--- src/rtl/mult_sequencer_if.sv ---
// Control bus between the multiplier sequencer and the start/done logic and datapath.
// The master side is the sequencer; the slave side is the datapath/top level.
interface mult_sequencer_if #(
  parameter int SELECTION = 3,
  parameter int CNTWIDTH  = 4
);
  logic                 sStart;
  logic                 sLsb;
  logic                 sReady;
  logic                 sBusy;
  logic                 sDone;
  logic [SELECTION-1:0] sSelWrite;
  logic [SELECTION-1:0] sSelA;
  logic [SELECTION-1:0] sSelB;
  logic [1:0]           sAluOp;
  logic                 sLoadExt;
  logic [CNTWIDTH-1:0]  sIter;

  modport master (
    input  sStart, sLsb,
    output sReady, sBusy, sDone, sSelWrite, sSelA, sSelB, sAluOp, sLoadExt, sIter
  );

  modport slave (
    output sStart, sLsb,
    input  sReady, sBusy, sDone, sSelWrite, sSelA, sSelB, sAluOp, sLoadExt, sIter
  );
endinterface

--- src/rtl/mult_sequencer.sv ---
// Moore control FSM for a shift-and-add multiplier.
// The operands are loaded into R0 (multiplicand) and R1 (multiplier). The product
// registers {RP0,RP1} are cleared. Then, for each of DATAWIDTH iterations, the FSM
// tests R1[0], optionally adds R0 into RP0, and shifts RP0 -> RP1 -> R1 right by one.
// CNTWIDTH must be wide enough to hold DATAWIDTH-1 (2**CNTWIDTH > DATAWIDTH).
module mult_sequencer #(
  parameter int DATAWIDTH = 8,
  parameter int SELECTION = 3,
  parameter int CNTWIDTH  = 4
) (
  input  logic           clk,
  input  logic           reset_n,
  mult_sequencer_if.master bus
);

  typedef enum logic [3:0] {
    S_IDLE,
    S_LOAD_A,
    S_LOAD_B,
    S_CLR_H,
    S_CLR_L,
    S_TEST,
    S_ADD,
    S_SHIFT_H,
    S_SHIFT_L,
    S_SHIFT_M,
    S_DONE
  } state_t;

  // Register-file select codes; SEL_NONE suppresses the write.
  localparam logic [SELECTION-1:0] SEL_R0   = SELECTION'(0);
  localparam logic [SELECTION-1:0] SEL_R1   = SELECTION'(1);
  localparam logic [SELECTION-1:0] SEL_RP0  = SELECTION'(5);
  localparam logic [SELECTION-1:0] SEL_RP1  = SELECTION'(6);
  localparam logic [SELECTION-1:0] SEL_NONE = SELECTION'(7);

  localparam logic [1:0] ALU_PASS  = 2'b00;
  localparam logic [1:0] ALU_ADD   = 2'b01;
  localparam logic [1:0] ALU_SHIFT = 2'b10;
  localparam logic [1:0] ALU_CLEAR = 2'b11;

  localparam logic [CNTWIDTH-1:0] LAST_ITER = CNTWIDTH'(DATAWIDTH - 1);

  state_t              state_q, state_d;
  logic [CNTWIDTH-1:0] iter_q, iter_d;

  // State and iteration counter registers, synchronous active-low reset.
  always_ff @(posedge clk) begin
    // NOTE: sequential state uses non-blocking assignments so every register samples pre-edge values.
    if (!reset_n) begin
      state_q <= S_IDLE;
      iter_q  <= '0;
    end else begin
      state_q <= state_d;
      iter_q  <= iter_d;
    end
  end

  // Next-state and counter update; start is only honoured in IDLE.
  always_comb begin
    // NOTE: defaults first, so no path through the case leaves a variable unassigned (no latch).
    state_d = state_q;
    iter_d  = iter_q;
    unique case (state_q)
      S_IDLE: begin
        if (bus.sStart) begin
          state_d = S_LOAD_A;
          iter_d  = '0;
        end
      end
      S_LOAD_A:  state_d = S_LOAD_B;
      S_LOAD_B:  state_d = S_CLR_H;
      S_CLR_H:   state_d = S_CLR_L;
      S_CLR_L:   state_d = S_TEST;
      S_TEST:    state_d = bus.sLsb ? S_ADD : S_SHIFT_H;
      S_ADD:     state_d = S_SHIFT_H;
      S_SHIFT_H: state_d = S_SHIFT_L;
      S_SHIFT_L: state_d = S_SHIFT_M;
      S_SHIFT_M: begin
        if (iter_q == LAST_ITER) begin
          state_d = S_DONE;
        end else begin
          iter_d  = iter_q + 1'b1;
          state_d = S_TEST;
        end
      end
      S_DONE:    state_d = S_IDLE;
      default:   state_d = S_IDLE;
    endcase
  end

  // Moore output decode from the registered state only.
  always_comb begin
    bus.sReady    = 1'b0;
    bus.sBusy     = 1'b1;
    bus.sDone     = 1'b0;
    bus.sSelWrite = SEL_NONE;
    bus.sSelA     = SEL_R0;
    bus.sSelB     = SEL_R0;
    bus.sAluOp    = ALU_PASS;
    bus.sLoadExt  = 1'b0;
    unique case (state_q)
      S_IDLE: begin
        bus.sReady = 1'b1;
        bus.sBusy  = 1'b0;
      end
      S_LOAD_A: begin
        bus.sSelWrite = SEL_R0;
        bus.sSelA     = SEL_R0;
        bus.sLoadExt  = 1'b1;
      end
      S_LOAD_B: begin
        bus.sSelWrite = SEL_R1;
        bus.sSelA     = SEL_R1;
        bus.sLoadExt  = 1'b1;
      end
      S_CLR_H: begin
        bus.sSelWrite = SEL_RP0;
        bus.sAluOp    = ALU_CLEAR;
      end
      S_CLR_L: begin
        bus.sSelWrite = SEL_RP1;
        bus.sAluOp    = ALU_CLEAR;
      end
      S_ADD: begin
        bus.sSelWrite = SEL_RP0;
        bus.sSelA     = SEL_RP0;
        bus.sSelB     = SEL_R0;
        bus.sAluOp    = ALU_ADD;
      end
      S_SHIFT_H: begin
        bus.sSelWrite = SEL_RP0;
        bus.sSelA     = SEL_RP0;
        bus.sAluOp    = ALU_SHIFT;
      end
      S_SHIFT_L: begin
        bus.sSelWrite = SEL_RP1;
        bus.sSelA     = SEL_RP1;
        bus.sAluOp    = ALU_SHIFT;
      end
      S_SHIFT_M: begin
        bus.sSelWrite = SEL_R1;
        bus.sSelA     = SEL_R1;
        bus.sAluOp    = ALU_SHIFT;
      end
      S_DONE: begin
        bus.sDone = 1'b1;
      end
      default: ;
    endcase
  end

  assign bus.sIter = iter_q;

endmodule

--- src/flat_wrapper.sv ---
// flat-port wrapper written by rule: the top's interface ports become plain ports
module mult_sequencer_flat 
#(
  parameter int DATAWIDTH = 8,
  parameter int SELECTION = 3,
  parameter int CNTWIDTH  = 4
)
  (clk, reset_n, bus_sStart, bus_sLsb, bus_sReady, bus_sBusy, bus_sDone, bus_sSelWrite, bus_sSelA, bus_sSelB, bus_sAluOp, bus_sLoadExt, bus_sIter);
  mult_sequencer_if #(.SELECTION(SELECTION), .CNTWIDTH(CNTWIDTH)) bus_i ();
  input  logic clk;
  input  logic reset_n;
  input wire logic [$bits(bus_i.sStart)-1:0] bus_sStart;
  input wire logic [$bits(bus_i.sLsb)-1:0] bus_sLsb;
  output wire logic [$bits(bus_i.sReady)-1:0] bus_sReady;
  output wire logic [$bits(bus_i.sBusy)-1:0] bus_sBusy;
  output wire logic [$bits(bus_i.sDone)-1:0] bus_sDone;
  output wire logic [$bits(bus_i.sSelWrite)-1:0] bus_sSelWrite;
  output wire logic [$bits(bus_i.sSelA)-1:0] bus_sSelA;
  output wire logic [$bits(bus_i.sSelB)-1:0] bus_sSelB;
  output wire logic [$bits(bus_i.sAluOp)-1:0] bus_sAluOp;
  output wire logic [$bits(bus_i.sLoadExt)-1:0] bus_sLoadExt;
  output wire logic [$bits(bus_i.sIter)-1:0] bus_sIter;
  assign bus_i.sStart = bus_sStart;
  assign bus_i.sLsb = bus_sLsb;
  assign bus_sReady = bus_i.sReady;
  assign bus_sBusy = bus_i.sBusy;
  assign bus_sDone = bus_i.sDone;
  assign bus_sSelWrite = bus_i.sSelWrite;
  assign bus_sSelA = bus_i.sSelA;
  assign bus_sSelB = bus_i.sSelB;
  assign bus_sAluOp = bus_i.sAluOp;
  assign bus_sLoadExt = bus_i.sLoadExt;
  assign bus_sIter = bus_i.sIter;
  mult_sequencer #(.DATAWIDTH(DATAWIDTH), .SELECTION(SELECTION), .CNTWIDTH(CNTWIDTH)) u_core (.clk(clk), .reset_n(reset_n), .bus(bus_i));
endmodule
--- config.mk ---
export PLATFORM = sky130hd
export DESIGN_NAME = mult_sequencer_flat
export DESIGN_NICKNAME = d
export VERILOG_FILES = /design/src/rtl/mult_sequencer_if.sv /design/src/rtl/mult_sequencer.sv /design/src/flat_wrapper.sv
export SDC_FILE = /design/constraint.sdc
export NUM_CORES = 1
export LEC_CHECK = 0
export CELL_PAD_IN_SITES_DETAIL_PLACEMENT = 2
export CELL_PAD_IN_SITES_GLOBAL_PLACEMENT = 2
export CORE_MARGIN = 1
export CORE_UTILIZATION = 23
export CTS_CLUSTER_DIAMETER = 60
export CTS_CLUSTER_SIZE = 14
export DETAILED_ROUTE_END_ITERATION = 16
export GPL_ROUTABILITY_DRIVEN = 0
export PLACE_DENSITY_LB_ADDON = 0.1
export SLEW_MARGIN = 20
export SYNTH_ARGS = -nofsm -noshare
export SYNTH_HDL_FRONTEND = slang
export SYNTH_SLANG_ARGS = --single-unit
--- constraint.sdc ---
create_clock -name clk -period 1.5 [get_ports clk]
set_input_delay 0.3 -clock clk [delete_from_list [all_inputs] [get_ports clk]]
set_output_delay 0.3 -clock clk [all_outputs]
set_load 0.02 [all_outputs]
==> metrics.txt, run 1 <==
# TYPE chip_impl_metric gauge
chip_impl_metric{name="grt-ovfl-total",unit=""} 0
chip_impl_metric{name="drt_iter0_drc",unit=""} 0
chip_impl_metric{name="number_of_antenna_violations_at_the_first_check_in_global_routing",unit=""} 0
chip_impl_metric{name="netlist-cell-type-count",unit=""} 36
chip_impl_metric{name="antenna-diode-count",unit=""} 0
chip_impl_metric{name="finalCritPeriodShare",unit="%"} 109
chip_impl_metric{name="fp.dieW",unit="µm"} 54.9
chip_impl_info{name="regToRegEndpoint",value="u_core.state_q[0]$_SDFFE_PN0P_"} 1
chip_impl_metric{name="avgSynthCellArea",unit="µm²"} 7.96
chip_impl_metric{name="maxSlewViolCount",unit=""} 0
chip_impl_metric{name="drive_above_1_share",unit="%"} 53.9
chip_impl_metric{name="timing.final.crit_period",unit="ns"} 1.63
chip_impl_metric{name="vias",unit=""} 778
chip_impl_info{name="rsz0062_at_grt",value="true"} 1
chip_impl_metric{name="aggregate_routed_wire_length",unit="µm"} 2790
chip_impl_metric{name="grt_usage",unit="%"} 18.8
chip_impl_metric{name="ioPinCount",unit=""} 23
chip_impl_metric{name="areaGrowthSynthToFinish",unit="%"} 85.2
chip_impl_metric{name="final-hold-violation-count",unit=""} 0
chip_impl_metric{name="vias_in_the_first_global_route",unit=""} 793
chip_impl_metric{name="grt_pass1_wl",unit="µm"} 3870
chip_impl_metric{name="min_delay_path_depth",unit=""} 2
chip_impl_metric{name="numCtsBuffers",unit=""} 3
chip_impl_metric{name="floorplan.rows",unit=""} 18
chip_impl_metric{name="power.leakage",unit="nW"} 0.523
chip_impl_info{name="worstReg2RegStart",value="u_core.state_q[1]$_SDFFE_PN0P_"} 1
chip_impl_metric{name="ys_seq_area_share",unit="%"} 24.9
chip_impl_metric{name="cellPowerDensity",unit="nW/µm²"} 601
chip_impl_metric{name="arrival",unit="ns"} 1.33
chip_impl_info{name="holdCritPathClass",value="reg2reg"} 1
chip_impl_metric{name="firstDrtPassIters",unit=""} 1
chip_impl_info{name="min-delay-start",value="u_core.bus.sIter[1]$_SDFFE_PN0P_"} 1
chip_impl_metric{name="design_area",unit="µm²"} 1190
chip_impl_info{name="worst_hold_path.endpoint",value="u_core.bus.sIter[1]$_SDFFE_PN0P_"} 1
chip_impl_metric{name="ys_warn_count",unit=""} 0
chip_impl_metric{name="finish.net_count",unit=""} 135
chip_impl_metric{name="synth_top_area_share",unit="%"} 24.9
chip_impl_metric{name="floorplan.die_area",unit="µm²"} 3020
chip_impl_info{name="end_kind",value="primary output"} 1
chip_impl_metric{name="max-clock-path-buffers",unit=""} 2
chip_impl_metric{name="buffers_on_ports",unit=""} 19
chip_impl_metric{name="max_cap_violations",unit=""} 0
chip_impl_metric{name="floorplan.initialDensity",unit="%"} 25.1
chip_impl_metric{name="count_of_state_elements_after_synthesis",unit=""} 8
chip_impl_metric{name="drc",unit=""} 0
chip_impl_metric{name="rrSetupSlack",unit="ns"} -0.08
chip_impl_metric{name="synthesis.area",unit="µm²"} 644
chip_impl_metric{name="grt_max_degree",unit=""} 11
chip_impl_metric{name="clock-sinks",unit=""} 8
chip_impl_metric{name="grt_use_met1",unit="%"} 25.2
chip_impl_info{name="startpoint",value="u_core.state_q[0]$_SDFFE_PN0P_"} 1
chip_impl_metric{name="core_footprint",unit="µm²"} 2570
chip_impl_info{name="synth_area_leader_cell",value="sky130_fd_sc_hd__dfxtp_1"} 1
chip_impl_info{name="critical_path.startpoint_type",value="flip-flop"} 1
chip_impl_metric{name="cts_hold_buf",unit=""} 0
chip_impl_metric{name="fin_setup_tns",unit="ns"} -1.03
chip_impl_metric{name="place_hpwl",unit="µm"} 1820
chip_impl_metric{name="finalSetupViolCount",unit=""} 15
chip_impl_info{name="critical_setup_path_class",value="reg2out"} 1
chip_impl_metric{name="placedCellCount",unit=""} 147
chip_impl_metric{name="fmaxAchievable",unit="GHz"} 0.613
chip_impl_info{name="violations",value="negative setup slack"} 1
chip_impl_metric{name="routedWlPerCell",unit="µm"} 17.6
chip_impl_metric{name="vdd_drop_max",unit="mV"} 0.550
chip_impl_metric{name="clk_pin_slew",unit="ns"} 0.06
chip_impl_metric{name="grt_use_met2",unit="%"} 29.7
chip_impl_metric{name="finalClockSkew",unit="ns"} 0.00799
chip_impl_metric{name="timing.critical_path.fanout_max",unit=""} 8
chip_impl_info{name="run_status",value="finished with violations"} 1
chip_impl_metric{name="netlist_instances",unit=""} 81
chip_impl_metric{name="use_met3",unit="%"} 4.92
chip_impl_metric{name="fin_ws",unit="ns"} -0.132
chip_impl_info{name="ys_top_cells_by_area",value="sky130_fd_sc_hd__dfxtp_1, sky130_fd_sc_hd__nand2b_1, sky130_fd_sc_hd__o21ai_0, sky130_fd_sc_hd__nand4bb_4, sky130_fd_sc_hd__nor2_1"} 1
chip_impl_metric{name="detailed_place.area",unit="µm²"} 1020
chip_impl_metric{name="hold_slack",unit="ns"} 0.559
chip_impl_metric{name="ant_nets",unit=""} 0
chip_impl_metric{name="worstSkewPairLatency",unit="ns"} 0.28
chip_impl_metric{name="routed_via_density",unit=""} 4.92
chip_impl_metric{name="ctsHtreeMaxLevel",unit=""} 1
chip_impl_metric{name="finish.cell_count_without_fillers",unit=""} 158
chip_impl_info{name="ctsRootBufferMaster",value="sky130_fd_sc_hd__clkbuf_4"} 1
chip_impl_info{name="global_route.peak_usage_layer",value="met2"} 1
chip_impl_metric{name="critPathRequiredTime",unit="ns"} 1.20
chip_impl_metric{name="timing.reg2reg.worst_path_depth",unit=""} 4
chip_impl_metric{name="die_height",unit="µm"} 54.9
chip_impl_info{name="cts_tree",value="done"} 1
[worst max path at each step]
| stage | cells past startpoint | end | slack (ns) |
|---|---|---|---|
| 2_1_floorplan | 4 | u_core.bus.sIter[1]$_SDFFE_PN0P_ | -0.15 |
| 3_3_place_gp | 4 | bus_sSelA[2] | -0.34 |
| 3_5_place_dp | 3 | bus_sReady | -0.38 |
| 4_1_cts | 4 | bus_sAluOp[0] | -0.13 |
| 5_1_grt | 4 | bus_sSelWrite[0] | -0.18 |
| 6_report | 4 | bus_sSelWrite[0] | -0.13 |
[flip-flops by register name, summed over array words and instances (netlist names)]
name / flops
u_core.bus.sIter: 4
u_core.state_q: 4
[critical path, stage by stage (launching register included)]
cell and delay [ns]:
sky130_fd_sc_hd__dfxtp_4 0.41, sky130_fd_sc_hd__buf_4 0.14, sky130_fd_sc_hd__nand2b_4 0.06, sky130_fd_sc_hd__a311o_1 0.30, sky130_fd_sc_hd__buf_2 0.16
[layout by cell type, fill, tap and decap left out, types with 2 or more instances in the layout]
| cell | instances |
|---|---|
| sky130_fd_sc_hd__nand2_1 | 5 |
| sky130_fd_sc_hd__nor2_1 | 6 |
| sky130_fd_sc_hd__nand3_1 | 3 |
| sky130_fd_sc_hd__inv_1 | 3 |
| sky130_fd_sc_hd__nand2b_1 | 3 |
| sky130_fd_sc_hd__nor4_4 | 2 |
| sky130_fd_sc_hd__a211o_1 | 2 |
| sky130_fd_sc_hd__conb_1 | 3 |
| sky130_fd_sc_hd__o22ai_1 | 2 |
| sky130_fd_sc_hd__buf_6 | 9 |
| sky130_fd_sc_hd__buf_2 | 4 |
| sky130_fd_sc_hd__buf_4 | 28 |
| sky130_fd_sc_hd__buf_8 | 2 |
| sky130_fd_sc_hd__dfxtp_4 | 4 |
| sky130_fd_sc_hd__a21o_1 | 3 |
| sky130_fd_sc_hd__nand2b_4 | 3 |
| sky130_fd_sc_hd__o21ai_0 | 4 |
| sky130_fd_sc_hd__a21oi_2 | 4 |
| sky130_fd_sc_hd__dlygate4sd2_1 | 4 |
| sky130_fd_sc_hd__or4_4 | 2 |
| sky130_fd_sc_hd__clkdlybuf4s50_1 | 3 |
| sky130_fd_sc_hd__clkbuf_4 | 3 |
| sky130_fd_sc_hd__o21a_1 | 2 |
| sky130_fd_sc_hd__dfxtp_1 | 4 |
[timing repair]
item | 4_1_cts | 5_1_grt
gates resized for setup | 84 | 14
pin swaps | 2 | 4
buffers inserted | 4 | 4
gates cloned | 0 | 0
hold endpoints to repair | 0 | 0
setup endpoints to repair | 24 | 20
[logic make-up after synthesis]
kind of cell               count (synthesis)  synth area share (%)
DFF                                        8                  24.9
other                                      1                 0.582
buffers and inverters                     12                  10.3
adders and majority gates                  1                  1.94
AOI/OAI and AO/OA                         26                  28.5
and+or+nand+nor                           33                  33.8
[metrics by stage]
step | setup slack, ns | util (%) | total power [mW]
after detailed placement | -0.381 | 39.7 | 0.496
final | -0.132 | 46.5 | 0.718
after global placement | -0.336 | 39.7 | 0.490
after global routing | -0.182 | 46.5 | 0.758
after floorplan | -0.152 | - | 0.370
after CTS | -0.132 | 43.4 | 0.673
[final cells by class]
class	instances	area, µm²
Inverter	4	15.0
Multi-Input combinational cell	63	517
Tap cell	30	37.5
Sequential cell	8	175
Fill cell	288	1370
Clock buffer	3	22.5
Timing Repair Buffer	50	427
[power breakdown]
part / internal (mW) / switching [mW] / total, mW
Sequential: 0.215 / 0.0152 / 0.230
Clock: 0.0929 / 0.0943 / 0.187
Combinational: 0.154 / 0.146 / 0.300
Total: 0.462 / 0.256 / 0.718
[layer usage]
metal | vias up | part of all wire, %
met5 | - | 0
met4 | 0 | 1.4
met3 | 4 | 3.3
met2 | 17 | 49
met1 | 371 | 46
li1 | 386 | -
[Yosys cell counts]
cell                        number
sky130_fd_sc_hd__dfxtp_1         8
sky130_fd_sc_hd__nor2_1          7
sky130_fd_sc_hd__nand2b_1        6
sky130_fd_sc_hd__o21ai_0         6
sky130_fd_sc_hd__nand2_1         5
sky130_fd_sc_hd__a21oi_1         4
sky130_fd_sc_hd__inv_1           4
sky130_fd_sc_hd__a21o_1          3
sky130_fd_sc_hd__buf_4           3
sky130_fd_sc_hd__nand3_1         3
sky130_fd_sc_hd__a211o_1         2
sky130_fd_sc_hd__buf_2           2
sky130_fd_sc_hd__clkbuf_1        2
sky130_fd_sc_hd__nor2b_1         2
sky130_fd_sc_hd__o21a_1          2
sky130_fd_sc_hd__o22ai_1         2
sky130_fd_sc_hd__a211oi_1        1
sky130_fd_sc_hd__a21oi_2         1
sky130_fd_sc_hd__a311o_1         1
sky130_fd_sc_hd__a32oi_1         1
sky130_fd_sc_hd__and3b_1         1
sky130_fd_sc_hd__and4_1          1
sky130_fd_sc_hd__and4bb_2        1
sky130_fd_sc_hd__buf_6           1
sky130_fd_sc_hd__conb_1          1
sky130_fd_sc_hd__ha_1            1
sky130_fd_sc_hd__nand3b_1        1
sky130_fd_sc_hd__nand4bb_4       1
sky130_fd_sc_hd__nor3_1          1
sky130_fd_sc_hd__nor4_1          1
sky130_fd_sc_hd__nor4_2          1
sky130_fd_sc_hd__o211ai_2        1
sky130_fd_sc_hd__o21ai_2         1
sky130_fd_sc_hd__o311a_1         1
sky130_fd_sc_hd__or4_1           1
sky130_fd_sc_hd__or4_4           1
Note: power is estimated with default switching activity, not from simulation.
==> run 2: changes to the inputs <==
TNS_END_PERCENT = 50   (was not set)
==> run 2 against run 1 <==
The run still ends with negative setup slack left. Count of clock-buffer cells in the layout unchanged. First-iteration DRC count increased by 4. Sequential power rose by 2%. Power up 6.3%. Worst setup slack got worse by 0.014 ns. Hold slack got worse by 0.0064 ns. Maximum frequency fell by 0.86%. Largest cell class unchanged.
==> metrics.txt, run 2 (synthesis gave the netlist of run 1 again) <==
# TYPE chip_impl_metric gauge
chip_impl_info{name="run_status",value="finished with violations"} 1
chip_impl_info{name="violations",value="negative setup slack"} 1
chip_impl_metric{name="critPathRequiredTime",unit="ns"} 1.20
chip_impl_metric{name="maxSlewViolCount",unit=""} 0
chip_impl_metric{name="number_of_antenna_violations_at_the_first_check_in_global_routing",unit=""} 0
chip_impl_metric{name="place_hpwl",unit="µm"} 1820
chip_impl_metric{name="routedWlPerCell",unit="µm"} 18.7
chip_impl_metric{name="arrival",unit="ns"} 1.35
chip_impl_metric{name="routed_via_density",unit=""} 5.07
chip_impl_metric{name="numCtsBuffers",unit=""} 3
chip_impl_metric{name="fin_ws",unit="ns"} -0.146
chip_impl_metric{name="cellPowerDensity",unit="nW/µm²"} 578
chip_impl_metric{name="ant_nets",unit=""} 0
chip_impl_info{name="layout.cells.most_common",value="sky130_fd_sc_hd__buf_4"} 1
chip_impl_metric{name="ioPinCount",unit=""} 23
chip_impl_metric{name="max_cap_violations",unit=""} 0
chip_impl_metric{name="grt-ovfl-total",unit=""} 0
chip_impl_metric{name="detailedPlace.worstSlack",unit="ns"} -0.362
chip_impl_metric{name="grt_max_degree",unit=""} 10
chip_impl_info{name="rsz0062_at_grt",value="true"} 1
chip_impl_metric{name="drt_iter0_drc",unit=""} 4
chip_impl_metric{name="vias_in_the_first_global_route",unit=""} 871
chip_impl_metric{name="floorplan.die_area",unit="µm²"} 3020
chip_impl_info{name="worst_path_dominant_cell_family",value="flip-flops"} 1
chip_impl_metric{name="ctsHtreeMaxLevel",unit=""} 1
chip_impl_metric{name="worstSkewPairLatency",unit="ns"} 0.26
chip_impl_metric{name="detailed_place.area",unit="µm²"} 1050
chip_impl_metric{name="critical_path.max_stage_delay",unit="ns"} 0.37
chip_impl_metric{name="final-hold-violation-count",unit=""} 0
chip_impl_info{name="end_kind",value="primary output"} 1
chip_impl_metric{name="fmaxAchievable",unit="GHz"} 0.608
chip_impl_info{name="worst_path_max_delay_cell",value="sky130_fd_sc_hd__dfxtp_4"} 1
chip_impl_metric{name="finalSetupViolCount",unit=""} 17
chip_impl_metric{name="buffers_on_ports",unit=""} 19
chip_impl_metric{name="clk_pin_slew",unit="ns"} 0.06
chip_impl_metric{name="crit_buf_inv",unit=""} 3
chip_impl_metric{name="areaGrowthSynthToFinish",unit="%"} 105
chip_impl_metric{name="firstDrtPassIters",unit=""} 2
chip_impl_info{name="critical_path.startpoint_type",value="flip-flop"} 1
chip_impl_metric{name="rrSetupSlack",unit="ns"} -0.10
chip_impl_metric{name="grt_usage",unit="%"} 20.8
chip_impl_metric{name="aggregate_routed_wire_length",unit="µm"} 3100
chip_impl_metric{name="max-clock-path-buffers",unit=""} 2
chip_impl_metric{name="timing.final.crit_period",unit="ns"} 1.65
chip_impl_metric{name="finish.net_count",unit=""} 143
chip_impl_metric{name="vias",unit=""} 842
chip_impl_metric{name="floorplan.initialDensity",unit="%"} 25.1
chip_impl_metric{name="design_area",unit="µm²"} 1320
chip_impl_metric{name="vdd_drop_max",unit="mV"} 0.493
chip_impl_metric{name="fin_setup_tns",unit="ns"} -1.46
chip_impl_metric{name="floorplan.rows",unit=""} 18
chip_impl_metric{name="fp.dieW",unit="µm"} 54.9
chip_impl_metric{name="cts_hold_buf",unit=""} 0
chip_impl_metric{name="core_footprint",unit="µm²"} 2570
chip_impl_metric{name="finalCritPeriodShare",unit="%"} 110
chip_impl_info{name="worstPathCellList",value="buf_8, nor4_4, inv_2, buf_6"} 1
chip_impl_metric{name="finalClockSkew",unit="ns"} 0.00465
chip_impl_metric{name="drive_above_1_share",unit="%"} 61.0
chip_impl_metric{name="power.leakage",unit="nW"} 0.582
chip_impl_info{name="holdCritPathClass",value="reg2reg"} 1
chip_impl_info{name="critical_setup_path_class",value="reg2out"} 1
chip_impl_metric{name="clock-sinks",unit=""} 8
chip_impl_metric{name="timing.critical_path.fanout_max",unit=""} 6
chip_impl_metric{name="drc",unit=""} 0
chip_impl_metric{name="hold_slack",unit="ns"} 0.552
chip_impl_info{name="ctsRootBufferMaster",value="sky130_fd_sc_hd__clkbuf_4"} 1
chip_impl_info{name="layout_common_cells",value="sky130_fd_sc_hd__buf_4, sky130_fd_sc_hd__buf_6"} 1
chip_impl_info{name="cts_tree",value="done"} 1
chip_impl_metric{name="antenna-diode-count",unit=""} 0
chip_impl_metric{name="num-fill-cells",unit=""} 284
chip_impl_metric{name="die_height",unit="µm"} 54.9
chip_impl_metric{name="grt_pass1_wl",unit="µm"} 4390
run 2: layout make-up:
class | count | area, µm² | area share [%]
clock buffers | 3 | 22.5 | 1.71
inverters | 4 | 15.0 | 1.14
multi-input cells | 63 | 543 | 41.1
flip-flops and latches | 8 | 175 | 13.3
well taps | 30 | 37.5 | 2.84
repair buffers | 58 | 527 | 39.9
run 2: worst min-delay path, delay by kind of cell (launching register included):
kind / cells / cell delay (ns)
flops: 1 / 0.34
compound gates: 2 / 0.17
run 2: final timing paths:
kind,from,to,cells after the start
max,u_core.state_q[3]$_SDFFE_PN0P_,bus_sBusy,4
min,u_core.bus.sIter[1]$_SDFFE_PN0P_,u_core.bus.sIter[1]$_SDFFE_PN0P_,2
max reg2reg,u_core.state_q[1]$_SDFFE_PN0P_,u_core.state_q[0]$_SDFFE_PN0P_,5
min reg2reg,u_core.bus.sIter[1]$_SDFFE_PN0P_,u_core.bus.sIter[1]$_SDFFE_PN0P_,2
run 2: routing by layer:
metal | vias up | part of all wire [%] | GRT usage [%]
met5 | - | 0 | 0
met4 | 0 | 1.3 | 3.75
met3 | 6 | 1.9 | 2.46
met2 | 19 | 55 | 41.2
met1 | 412 | 41 | 23.5
li1 | 405 | - | -
run 2: metrics by stage:
| stage | total power [mW] | util (%) | std cells |
|---|---|---|---|
| final | 0.763 | 51.4 | 166 |
| after global routing | 0.798 | 51.4 | 166 |
| after CTS | 0.697 | 46.8 | 159 |
| after detailed placement | 0.500 | 40.7 | 151 |
| after global placement | 0.494 | 40.7 | 151 |
| after floorplan | 0.369 | - | 83 |
run 2: report_power, final:
group          switching, mW  internal (mW)
Combinational          0.166          0.190
Sequential            0.0201          0.215
Clock                 0.0800         0.0921
Total                  0.266          0.497
run 2: repair_timing:
| action | in CTS | in global routing |
|---|---|---|
| resized for setup | 100 | 20 |
| setup buffers | 5 | 7 |
| endpoints found under the setup margin | 24 | 20 |
| pin swaps | 5 | 7 |
==> run 3: changes to the inputs <==
CAP_MARGIN = 20   (was not set)
CORE_UTILIZATION = 25   (was 23)
clock period = 2.1 ns   (was 1.5 ns; I/O delays follow)
==> run 3 against run 2 <==
The flow now finishes without violations. Design area down 27%. Sequential share of layout area up 4.3 points. Global-route usage down 2.1 points. Clock power down 25%. Via count down 16%. Critical path depth up 1. Worst setup slack better by 0.26 ns. Clock skew up 0.0033 ns. Count of clock-buffer cells in the layout unchanged. First-iteration DRC count unchanged. Power down 41%. Die area down 7.7%. Largest cell class unchanged. Largest power group is now registers.
==> metrics.txt, run 3 (synthesis gave the netlist of run 1 again) <==
# TYPE chip_impl_metric gauge
chip_impl_metric{name="final-hold-violation-count",unit=""} 0
chip_impl_info{name="crit_path_frequent_cell",value="sky130_fd_sc_hd__nor2_1"} 1
chip_impl_metric{name="finalClockSkew",unit="ns"} 0.00799
chip_impl_metric{name="ctsHtreeMaxLevel",unit=""} 1
chip_impl_metric{name="numCtsBuffers",unit=""} 3
chip_impl_metric{name="ant_nets",unit=""} 0
chip_impl_metric{name="timing.critical_path.fanout_max",unit=""} 12
chip_impl_metric{name="aggregate_routed_wire_length",unit="µm"} 2120
chip_impl_metric{name="max_cap_violations",unit=""} 0
chip_impl_info{name="rsz0062_at_grt",value="false"} 1
chip_impl_metric{name="design_area",unit="µm²"} 963
chip_impl_metric{name="finalSetupViolCount",unit=""} 0
chip_impl_metric{name="max-clock-path-buffers",unit=""} 2
chip_impl_metric{name="firstDrtPassIters",unit=""} 4
chip_impl_metric{name="drc",unit=""} 0
chip_impl_info{name="ctsRootBufferMaster",value="sky130_fd_sc_hd__clkbuf_4"} 1
chip_impl_metric{name="cts_hold_buf",unit=""} 0
chip_impl_metric{name="vias",unit=""} 711
chip_impl_info{name="run_status",value="completed"} 1
chip_impl_metric{name="die_height",unit="µm"} 52.8
chip_impl_metric{name="core_footprint",unit="µm²"} 2450
chip_impl_info{name="layout_common_cells",value="sky130_fd_sc_hd__dlygate4sd2_1, sky130_fd_sc_hd__buf_4, sky130_fd_sc_hd__nor2_1, sky130_fd_sc_hd__clkdlybuf4s50_1, sky130_fd_sc_hd__nand2b_1"} 1
chip_impl_metric{name="routed_via_density",unit=""} 5.19
chip_impl_metric{name="grt_usage",unit="%"} 18.6
chip_impl_metric{name="clock-sinks",unit=""} 8
chip_impl_metric{name="floorplan.initialDensity",unit="%"} 26.2
chip_impl_metric{name="routedWlPerCell",unit="µm"} 15.4
chip_impl_info{name="critical_path.startpoint_type",value="flip-flop"} 1
chip_impl_metric{name="crit_buf_inv",unit=""} 2
chip_impl_metric{name="maxSlewViolCount",unit=""} 0
chip_impl_info{name="critical_setup_path_class",value="reg2out"} 1
chip_impl_metric{name="floorplan.die_area",unit="µm²"} 2780
chip_impl_metric{name="drive_above_1_share",unit="%"} 23.4
chip_impl_info{name="cts_tree",value="done"} 1
chip_impl_metric{name="power.leakage",unit="nW"} 0.414
chip_impl_metric{name="finish.net_count",unit=""} 114
chip_impl_metric{name="critical_path.max_stage_delay",unit="ns"} 0.40
chip_impl_metric{name="floorplan.rows",unit=""} 18
chip_impl_metric{name="arrival",unit="ns"} 1.57
chip_impl_metric{name="timing.final.crit_period",unit="ns"} 1.99
chip_impl_info{name="worstPathCellList",value="buf_4, nor2_1, nor2_1, a311o_1, clkdlybuf4s15_1"} 1
chip_impl_metric{name="vdd_drop_max",unit="mV"} 0.294
chip_impl_metric{name="areaGrowthSynthToFinish",unit="%"} 49.5
chip_impl_metric{name="grt_max_degree",unit=""} 16
chip_impl_metric{name="fmaxAchievable",unit="GHz"} 0.504
chip_impl_metric{name="critPathRequiredTime",unit="ns"} 1.68
chip_impl_metric{name="number_of_antenna_violations_at_the_first_check_in_global_routing",unit=""} 0
chip_impl_metric{name="place_hpwl",unit="µm"} 1600
chip_impl_metric{name="grt_pass1_wl",unit="µm"} 3690
chip_impl_metric{name="ioPinCount",unit=""} 23
chip_impl_metric{name="finalCritPeriodShare",unit="%"} 94.6
chip_impl_info{name="worst_path_dominant_cell_family",value="buffers and inverters"} 1
chip_impl_metric{name="fp.dieW",unit="µm"} 52.8
chip_impl_metric{name="antenna-diode-count",unit=""} 0
chip_impl_metric{name="finish.cell_count_without_fillers",unit=""} 137
chip_impl_metric{name="buffers_on_ports",unit=""} 19
chip_impl_metric{name="detailed_place.area",unit="µm²"} 903
chip_impl_metric{name="worstSkewPairLatency",unit="ns"} 0.27
chip_impl_metric{name="drt_iter0_drc",unit=""} 4
chip_impl_info{name="end_kind",value="primary output"} 1
chip_impl_metric{name="clk_pin_slew",unit="ns"} 0.06
chip_impl_metric{name="grt-ovfl-total",unit=""} 0
chip_impl_info{name="holdCritPathClass",value="reg2reg"} 1
chip_impl_metric{name="cellPowerDensity",unit="nW/µm²"} 471
chip_impl_metric{name="placedCellCount",unit=""} 134
chip_impl_metric{name="vias_in_the_first_global_route",unit=""} 737
chip_impl_info{name="worst_path_max_delay_cell",value="sky130_fd_sc_hd__dfxtp_4"} 1
==> run 3: changes by cell type in the layout (fill, tap and decap cells not counted), sizes merged <==
cell | before | now
dlymetal6s2s | 0 | 2
dlygate4sd2 | 4 | 9
clkdlybuf4s50 | 3 | 7
clkdlybuf4s15 | 0 | 1
buf | 51 | 10
==> run 3: worst paths after layout <==
path,start,to,slack (ns),cells after the start
max reg2reg,u_core.bus.sIter[0]$_SDFFE_PN0P_,u_core.state_q[0]$_SDFFE_PN0P_,0.57,4
max,u_core.state_q[0]$_SDFFE_PN0P_,bus_sSelWrite[0],0.11,5
min,u_core.bus.sIter[1]$_SDFFE_PN0P_,u_core.bus.sIter[1]$_SDFFE_PN0P_,0.56,2
min reg2reg,u_core.bus.sIter[1]$_SDFFE_PN0P_,u_core.bus.sIter[1]$_SDFFE_PN0P_,0.56,2
==> run 3: where the power goes <==
part | internal [mW] | switching, mW | total, mW
combinational | 0.0732 | 0.0813 | 0.155
clock | 0.0661 | 0.0629 | 0.129
sequential | 0.156 | 0.0143 | 0.170
total | 0.295 | 0.159 | 0.454
==> run 3: stage by stage <==
step | power (mW) | hold slack [ns] | setup WS, ns | util, % | TNS [ns]
finish | 0.454 | 0.561 | 0.114 | 39.2 | 0
global route | 0.480 | 0.583 | 0.0236 | 39.2 | 0
CTS | 0.460 | 0.555 | -0.0969 | 38.5 | -0.0969
detailed placement | 0.333 | 0.542 | -0.0350 | 36.8 | -0.0750
global placement | 0.330 | 0.529 | 0.00836 | 36.8 | 0
floorplan | 0.258 | 0.572 | 0.127 | - | 0
==> run 3: metal layers <==
layer	track usage [%]	part of all wire (%)	vias up
met5	0	0	-
met4	5.26	1.1	0
met3	5.22	3.2	5
met2	30.2	51	14
met1	23.8	45	348
li1	-	-	344
==> run 3: tightest hold or removal path: stages, from the launching register on <==
cell and delay [ns]:
sky130_fd_sc_hd__dfxtp_1 0.34, sky130_fd_sc_hd__o21ai_0 0.08, sky130_fd_sc_hd__o22ai_1 0.09
==> run 3: what timing repair did <==
item / in CTS / in global routing
resized for setup: 20 / 5
buffers inserted: 0 / 0
endpoints found under the setup margin: 12 / 4
cloned: 0 / 0
==> run 3: final cells by class <==
| class | instances | area [µm²] |
|---|---|---|
| sequential | 8 | 169 |
| multi-input combinational | 63 | 457 |
| inverter | 4 | 15.0 |
| timing repair buffer | 29 | 263 |
| clock buffer | 3 | 22.5 |
| tap | 30 | 37.5 |
| fill | 282 | 1490 |
